<file path="config.mk">
export PLATFORM = sky130hd
export DESIGN_NAME = alu_imm_iq
export DESIGN_NICKNAME = d
export VERILOG_FILES = /design/src/rtl/alu_imm_iq.sv
export SDC_FILE = /design/constraint.sdc
export NUM_CORES = 1
export LEC_CHECK = 0
export CAP_MARGIN = 25
export CORE_MARGIN = 3
export CORE_UTILIZATION = 61
export DETAILED_ROUTE_END_ITERATION = 6
export GPL_TIMING_DRIVEN = 0
export HOLD_SLACK_MARGIN = 0.06
export PLACE_DENSITY = 0.9
export SLEW_MARGIN = 20
export SYNTH_ARGS = -nofsm -noshare
export SYNTH_HDL_FRONTEND = slang
export SYNTH_SLANG_ARGS = --single-unit
</file>
<file path="constraint.sdc">
create_clock -name CLK -period 9.2 [get_ports CLK]
set_input_delay 2.76 -clock CLK [delete_from_list [all_inputs] [get_ports CLK]]
set_output_delay 2.76 -clock CLK [all_outputs]
set_load 0.05 [all_outputs]
</file>
<file path="src/rtl/alu_imm_iq.sv">
// ALU reg-imm issue queue.
// Compressing, age-ordered queue: entry 0 holds the oldest op. Operand-A
// readiness is tracked by snooping the per-bank writeback bus, and the
// oldest ready entry is offered to the ALU reg-imm pipeline each cycle.

package core_types;
  localparam int PR_BITS        = 7;
  localparam int PRF_BANK_COUNT = 4;
  localparam int PR_bank_bits   = 2;
  localparam int upper_PR_bits  = PR_BITS - PR_bank_bits;
  localparam int ROB_BITS       = 7;

  typedef logic [PR_BITS-1:0]       PR_t;
  typedef logic [upper_PR_bits-1:0] upper_PR_t;
  typedef logic [ROB_BITS-1:0]      ROB_index_t;
endpackage

module alu_imm_iq #(
  parameter int ALU_IMM_IQ_ENTRIES = 8
) (
  input  logic                                                     CLK,
  input  logic                                                     nRST,
  input  logic                                                     iq_enq_valid,
  input  logic [3:0]                                               iq_enq_op,
  input  logic [11:0]                                              iq_enq_imm12,
  input  core_types::PR_t                                          iq_enq_A_PR,
  input  logic                                                     iq_enq_A_ready,
  input  logic                                                     iq_enq_A_is_zero,
  input  core_types::PR_t                                          iq_enq_dest_PR,
  input  core_types::ROB_index_t                                   iq_enq_ROB_index,
  output logic                                                     iq_enq_ready,
  input  logic [core_types::PRF_BANK_COUNT-1:0]                    WB_bus_valid_by_bank,
  input  core_types::upper_PR_t [core_types::PRF_BANK_COUNT-1:0]   WB_bus_upper_PR_by_bank,
  input  logic                                                     issue_ready,
  output logic                                                     issue_valid,
  output logic [3:0]                                               issue_op,
  output logic [11:0]                                              issue_imm12,
  output logic                                                     issue_A_forward,
  output logic                                                     issue_A_is_zero,
  output core_types::PR_t                                          issue_A_PR,
  output core_types::PR_t                                          issue_dest_PR,
  output core_types::ROB_index_t                                   issue_ROB_index
);

  localparam int N     = ALU_IMM_IQ_ENTRIES;
  localparam int IDX_W = $clog2(N);
  localparam int BB    = core_types::PR_bank_bits;
  localparam int PRB   = core_types::PR_BITS;

  typedef struct packed {
    logic                   valid;
    logic [3:0]             op;
    logic [11:0]            imm12;
    core_types::PR_t        a_pr;
    logic                   a_ready;
    logic                   a_zero;
    core_types::PR_t        dest_pr;
    core_types::ROB_index_t rob_index;
  } entry_t;

  entry_t           q_r   [N];
  entry_t           shf_s [N];
  entry_t           nxt_s [N];
  entry_t           enq_entry_s;
  logic [N-1:0]     wb_hit_s;
  logic [N-1:0]     ready_s;
  logic [IDX_W-1:0] sel_s;
  logic             any_ready_s;
  logic             issue_fire_s;
  logic             enq_fire_s;
  logic             placed_s;

  // Wakeup: compare each entry's A PR against the writeback slot of its bank.
  always_comb begin
    for (int i = 0; i < N; i++) begin
      wb_hit_s[i] = WB_bus_valid_by_bank[q_r[i].a_pr[BB-1:0]]
                  & (q_r[i].a_pr[PRB-1:BB] == WB_bus_upper_PR_by_bank[q_r[i].a_pr[BB-1:0]]);
      ready_s[i]  = q_r[i].valid & (q_r[i].a_ready | q_r[i].a_zero | wb_hit_s[i]);
    end
  end

  // Oldest-first select: scan from the top so the lowest ready index wins.
  always_comb begin
    sel_s       = '0;
    any_ready_s = 1'b0;
    for (int i = N - 1; i >= 0; i--) begin
      if (ready_s[i]) begin
        sel_s       = IDX_W'(i);
        any_ready_s = 1'b1;
      end else begin
        sel_s       = sel_s;
        any_ready_s = any_ready_s;
      end
    end
  end

  assign issue_fire_s = any_ready_s & issue_ready;
  // Full check uses state only, so a same-cycle issue never frees a slot early.
  assign enq_fire_s   = iq_enq_valid & ~q_r[N-1].valid;

  // Compress over the issued slot; every surviving entry keeps any wakeup seen now.
  always_comb begin
    for (int i = 0; i < N - 1; i++) begin
      if (issue_fire_s && (IDX_W'(i) >= sel_s)) begin
        shf_s[i]         = q_r[i+1];
        shf_s[i].a_ready = q_r[i+1].a_ready | (wb_hit_s[i+1] & q_r[i+1].valid);
      end else begin
        shf_s[i]         = q_r[i];
        shf_s[i].a_ready = q_r[i].a_ready | (wb_hit_s[i] & q_r[i].valid);
      end
    end
    if (issue_fire_s) begin
      shf_s[N-1] = '0;
    end else begin
      shf_s[N-1]         = q_r[N-1];
      shf_s[N-1].a_ready = q_r[N-1].a_ready | (wb_hit_s[N-1] & q_r[N-1].valid);
    end
  end

  // Build the incoming entry; its readiness already includes any same-cycle WB hit.
  always_comb begin
    enq_entry_s           = '0;
    enq_entry_s.valid     = 1'b1;
    enq_entry_s.op        = iq_enq_op;
    enq_entry_s.imm12     = iq_enq_imm12;
    enq_entry_s.a_pr      = iq_enq_A_PR;
    enq_entry_s.a_ready   = iq_enq_A_ready;
    enq_entry_s.a_zero    = iq_enq_A_is_zero;
    enq_entry_s.dest_pr   = iq_enq_dest_PR;
    enq_entry_s.rob_index = iq_enq_ROB_index;
  end

  // Place an accepted enqueue in the lowest slot left empty after compression.
  always_comb begin
    nxt_s    = shf_s;
    placed_s = 1'b0;
    for (int i = 0; i < N; i++) begin
      if (enq_fire_s && !placed_s && !shf_s[i].valid) begin
        nxt_s[i] = enq_entry_s;
        placed_s = 1'b1;
      end else begin
        nxt_s[i] = shf_s[i];
        placed_s = placed_s;
      end
    end
  end

  // Queue state register; reset flushes every entry immediately.
  always_ff @(posedge CLK or negedge nRST) begin
    if (!nRST) begin
      for (int i = 0; i < N; i++) begin
        q_r[i] <= '0;
      end
    end else begin
      for (int i = 0; i < N; i++) begin
        q_r[i] <= nxt_s[i];
      end
    end
  end

  assign iq_enq_ready    = ~q_r[N-1].valid;
  assign issue_valid     = issue_fire_s;
  assign issue_op        = q_r[sel_s].op;
  assign issue_imm12     = q_r[sel_s].imm12;
  assign issue_A_PR      = q_r[sel_s].a_pr;
  assign issue_A_is_zero = q_r[sel_s].a_zero;
  assign issue_dest_PR   = q_r[sel_s].dest_pr;
  assign issue_ROB_index = q_r[sel_s].rob_index;
  // Bypass only when the operand is being produced right now and was not already in the PRF.
  assign issue_A_forward = wb_hit_s[sel_s] & ~q_r[sel_s].a_ready & ~q_r[sel_s].a_zero;

endmodule

</file>
* Word level (Yosys, flattened, before mapping)
Index checks and enable logic that the tools add are counted.
** Storage, ports and cells
- Register bits after elaboration :: 320
- Bits in latches :: 0
- Bits in writable memories :: 0
- Memory bits (read-only) :: 0
- Input port bits :: 67
- Logic and storage cells :: 266
- Memories kept :: 0
** Operators by class
- $add $sub $neg :: 0
- $mul :: 0
- Divide/modulo/power cells :: 0
- $lt $le $gt $ge :: 17
- Eq/ne operators :: 8
- Shift operators :: 0
- Muxes and demuxes :: 76
- Bitwise gates (word level) :: 56
- Reductions and logical operators :: 45
** Operators by type and width (count)
- 2-to-1 mux 40 bit :: 16
- binary-select mux 40 bit (select 3 bit) :: 1
- binary-select mux 5 bit (select 2 bit) :: 8
- 2-to-1 mux 39 bit :: 2
- equality test 5 bit :: 8
- 2-to-1 mux 5 bit :: 8
- AND 1 bit :: 28
- less-than comparator 2 x 3 -> 1 bit (second input constant) :: 8
- 2-to-1 mux 1 bit :: 24
- 2-to-1 mux 3 bit :: 8
- OR 1 bit :: 24
- logical AND 1 bit :: 22
- binary-select mux 1 bit (select 2 bit) :: 8
- nonzero test 2 bit :: 8
- logical NOT 1 bit :: 15
- >= comparator 3 bit (first input constant) :: 3
- >= comparator 1 x 3 -> 1 bit (first input constant) :: 2
- >= comparator 2 x 3 -> 1 bit (first input constant) :: 2
- >= comparator 4 bit (second input constant) :: 1
- less-than comparator 3 x 4 -> 1 bit (second input constant) :: 1
- NOT 3 -> 4 bit :: 1
- binary-select mux 1 bit (select 3 bit) :: 1
- NOT 1 bit :: 3

* Longest topological paths before layout
- Depth in word-level cells :: 48
- Depth in mapped cells :: 16

* Worst setup path before layout
OpenSTA, ideal clock, no wires.
- Path type :: input-to-output
- Start :: input WB_bus_upper_PR_by_bank[1] (netlist bit)
- End :: output issue_A_PR[2]
- Arrival :: 6685 ps
- Data required time :: 6440 ps
- Setup slack :: -245 ps
- Stages on the path :: 13
- Cells stage by stage :: clkbuf_1 > xor2_1 > o32a_1 > or4_1 > a211oi_2 > a211oi_1 > a221oi_1 > o21ai_1 > buf_2 > buf_4 > buf_2 > mux2i_1 > a211oi_1
** Between the ends
- Longest elaborated chain between the ends :: 18
** Ends and longest elaborated chain
- start: declaration :: RTL line 33 : input core_types::upper_PR_t [core_types::PRF_BANK_COUNT-1:0] WB_bus_upper_PR_by_bank,
- binary-select mux 5 bit (select 2 bit) :: RTL line 77 : & (q_r[i].a_pr[PRB-1:BB] == WB_bus_upper_PR_by_bank[q_r[i].a_pr[BB-1:0]]);
- 2-to-1 mux 5 bit (not written as such) :: RTL line 77
- equality test 5 bit :: RTL line 77
- AND 1 bit :: RTL line 77
- OR 1 bit :: RTL line 78 : ready_s[i] = q_r[i].valid & (q_r[i].a_ready | q_r[i].a_zero | wb_hit_s[i]);
- AND 1 bit :: RTL line 78
- 2-to-1 mux 3 bit (7 in series) :: RTL line 87 : if (ready_s[i]) begin
- 2-to-1 mux 3 bit * :: RTL line 87
- NOT 3 -> 4 bit (not written as such) * :: RTL line 165 : assign issue_A_PR = q_r[sel_s].a_pr;
- binary-select mux 40 bit (select 3 bit) * :: RTL line 165
- 2-to-1 mux 39 bit * (2 in series)
- end: declaration :: RTL line 40 : output core_types::PR_t issue_A_PR,
Mark *: on every way between the ends. The rest lies on a longest branch, timed or not. The select of a mux whose other input is x is not followed.

* Final worst setup path
- Start :: input WB_bus_upper_PR_by_bank[10] (netlist bit)
- End :: output issue_dest_PR[6]
** Between the ends
- Longest elaborated chain between the ends :: 18
** Ends and longest elaborated chain
- binary-select mux 5 bit (select 2 bit) :: RTL line 77
- 2-to-1 mux 5 bit (not written as such) :: RTL line 77
- equality test 5 bit :: RTL line 77
- AND 1 bit :: RTL line 77
- OR 1 bit :: RTL line 78
- AND 1 bit :: RTL line 78
- 2-to-1 mux 3 bit (7 in series) :: RTL line 87
- 2-to-1 mux 3 bit * :: RTL line 87
- NOT 3 -> 4 bit (not written as such) * :: RTL line 167 : assign issue_dest_PR = q_r[sel_s].dest_pr;
- binary-select mux 40 bit (select 3 bit) * :: RTL line 167
- 2-to-1 mux 39 bit * (2 in series)
- end: declaration :: RTL line 41 : output core_types::PR_t issue_dest_PR,
Marked as above.

==> flow_summary.json <==
{
  "antenna_found_initial": 1,
  "ff2ff_setup_slack_ns": 4.22,
  "power.density_nw_per_um2": 369.9,
  "num_io_pins": 108,
  "dpl_cell_area_um2": 21230,
  "hold_depth": 2,
  "fp-row-count": 64,
  "reg_top3": "q_r (320)",
  "ir_drop_mv": 0.3813,
  "hold_ws_ns": 0.5510,
  "cts_tree": "done",
  "maxUsedRoutingLayer": "met4",
  "ys_async_sr_fraction": 1.000,
  "regMostFlops": "q_r",
  "hp-class": "reg -> reg",
  "cts_buffers": 36,
  "drc": 0,
  "synth_compound_area_frac": 0.1244,
  "synth_xor_xnor_area_share": 0.03094,
  "cpLargestDelayFamily": "buffers and inverters",
  "tightest_slew_ns": 1.136,
  "synth_top_family_by_area": "multiplexers",
  "finalPower_mw": 8.360,
  "outcome": "completed",
  "fin_crit_sh": 0.9981,
  "path_clk_slew_ns": 0.05,
  "fmax_mhz": 108.9,
  "min_period_ns": 9.182,
  "max_stage_delay_ns": 0.57,
  "mappedNetlistArea_um2": 19530,
  "crit_path_start_kind": "primary input",
  "mostFrequentLayoutCell": "mux2i_1",
  "ctsHtreeMaxLevel": 2,
  "ant_nets": 0,
  "register_area_um2": 8008,
  "clk_path_buf_depth": 3,
  "cp.required_ns": 6.44,
  "portBuffers": 93,
  "synth_mux_area_frac": 0.2991,
  "start_util": 0.6287,
  "synth_seq_area_share": 0.4099,
  "nFillCells": 2240,
  "syn_avg_cell_area_um2": 9.901,
  "area_delta_synth_final_pct": 15.69,
  "wl_per_cell_um": 26.59,
  "end_kind": "output port",
  "route.met3.wl_um": 7547,
  "grt_pass1_vias": 17570,
  "wl_met1_um": 25440,
  "max-cap-violations": 0,
  "setup_viol": 0,
  "synth.distinct_cells": 61,
  "netlist_instances": 1973,
  "skew_ns": 0.02217,
  "cp_max_fo": 10,
  "leakagePower_nw": 11.10,
  "ys_warn_count": 0,
  "slew_violations": 0,
  "cts_sinks": 320,
  "critPathSlowestCell": "o31ai_4",
  "dieArea_um2": 34210,
  "die_w_um": 185.0,
  "drt_iter0_markers": 2094,
  "setup_slack_ns": 0.01776,
  "worstSkewPairLatency_ns": 0.53,
  "synth_fa_ha_area_frac": 0,
  "fin_setup_tns_ns": 0,
  "drive_gt1_frac": 0.1467,
  "grt_max_degree": 98,
  "grt_usage": 0.3879,
  "synthFlopType": "dfrtp_1",
  "largest_register_ffs": 320,
  "overflow": 0,
  "wirelength_um": 67480,
  "dr_total_vias": 17420,
  "cp_cell_sequence": "clkdlybuf4s15_2 > mux4_2 > xnor2_1 > nand4_1 > o31ai_4 > or2_1 > buf_2 > nor3_2 > clkbuf_8 > clkbuf_4 > a22o_1 > a211oi_2 > buf_4",
  "stdcell_area_um2": 22600,
  "holdBufCountCts": 0,
  "crit_arrival_ns": 6.42,
  "core_um2": 31070,
  "synth_seq_cells": 320,
  "r2r_cells": 14,
  "ctsRootBufferMaster": "clkbuf_16",
  "synth_nets": 2040,
  "path_buf_inv": 5,
  "die_h_um": 185.0,
  "finalHoldViolations": 0,
  "nets": 2184,
  "final_cell_mix": "mux2i_1, dfrtp_1, nor2_1, a21oi_1, nand2_1",
  "path_class": "in -> out",
  "slew_headroom": 0.2428,
  "grt_first_pass_wirelength_um": 101100,
  "synthSimpleGateAreaFrac": 0.08909,
  "dp_hpwl_um": 45070,
  "synth-edff-count": 0,
  "multiInputGateArea_um2": 10980,
  "worst-path-stages": 13,
  "dr_wl_met2_um": 30790,
  "finalWeightedCongestion": 0.9837,
  "drtPass1Iterations": 5,
  "vias_per_cell": 6.863,
  "dpl_worst_slack_ns": -1.871
}
power by group:
| part | total, mW | switching (mW) | internal (mW) |
|---|---|---|---|
| Sequential | 2.25 | 0.395 | 1.86 |
| Combinational | 4.72 | 2.99 | 1.73 |
| Clock | 1.38 | 0.595 | 0.788 |
tightest hold or removal path, cell delays in order (launching register included):
cell and delay (ns):
dfrtp_1 0.39, nand2_1 0.06, mux2i_1 0.06
layout make-up:
type,instances,area share
Buffer,161,0.03693
Inverter,51,0.008470
Clock inverter,10,0.002879
Multi-Input combinational cell,1439,0.4856
Antenna cell,1,0.0001107
Timing Repair Buffer,108,0.04363
Clock buffer,52,0.04612
Sequential cell,320,0.3543
Tap cell,396,0.02192
repair_timing:
action / in CTS / in global routing
pin swaps: 7 / 9
setup buffers: 4 / 6
setup endpoints to repair: 40 / 40
resized for setup: 305 / 38
cells in the mapped netlist, types with 3 or more instances:
| cell | number | share of area |
|---|---|---|
| nand3_1 | 8 | 0.0020 |
| nand3b_1 | 4 | 0.0015 |
| a22o_1 | 37 | 0.017 |
| o22ai_1 | 3 | 0.00096 |
| o41ai_1 | 3 | 0.0013 |
| clkbuf_1 | 100 | 0.019 |
| buf_2 | 43 | 0.011 |
| and3_1 | 5 | 0.0016 |
| o32ai_1 | 6 | 0.0027 |
| a21o_1 | 5 | 0.0019 |
| buf_4 | 10 | 0.0038 |
| nand2_1 | 158 | 0.030 |
| xnor2_1 | 33 | 0.015 |
| o211ai_1 | 5 | 0.0019 |
| inv_1 | 51 | 0.0098 |
| o21ai_0 | 71 | 0.018 |
| mux4_2 | 22 | 0.025 |
| a21oi_1 | 167 | 0.043 |
| nor3_1 | 6 | 0.0015 |
| o31ai_1 | 4 | 0.0015 |
| xor2_1 | 36 | 0.016 |
| o21ai_1 | 26 | 0.0067 |
| buf_1 | 8 | 0.0015 |
| mux2_2 | 32 | 0.018 |
| nor2_1 | 208 | 0.040 |
| or3_1 | 8 | 0.0026 |
| a32oi_1 | 3 | 0.0013 |
| nor4_1 | 4 | 0.0013 |
| mux2_1 | 10 | 0.0058 |
| nand4_1 | 7 | 0.0022 |
| dfrtp_1 | 320 | 0.41 |
| a211oi_1 | 43 | 0.017 |
| mux2i_1 | 487 | 0.25 |
final timing paths:
check                                                  from                to
max in group asynchronous                              nRST          q_r[304]
worst min register to register                      q_r[38]           q_r[38]
min in group asynchronous                              nRST           q_r[85]
worst max register to register                     q_r[256]          q_r[146]
worst max-delay path            WB_bus_upper_PR_by_bank[10]  issue_dest_PR[6]
worst min-delay path                                q_r[38]           q_r[38]
per-layer routing:
layer,global-route usage,up-vias
li1,-,7307
met1,0.5092,8544
met2,0.6110,1275
met3,0.08523,292
met4,0.1960,0
met5,0,-
cell families after synthesis:
group | count (synthesis)
flops | 320
mux | 551
buf+inv | 214
simple gates | 423
compound gates | 396
xor+xnor | 69
metrics by stage:
stage               utilization  cells
finish                   0.7274   2538
global route             0.7274   2538
CTS                      0.7225   2529
detailed placement       0.6834   2465
global placement         0.6806   2462
floorplan                     -   1973
Power figures use the tool's default switching activity.
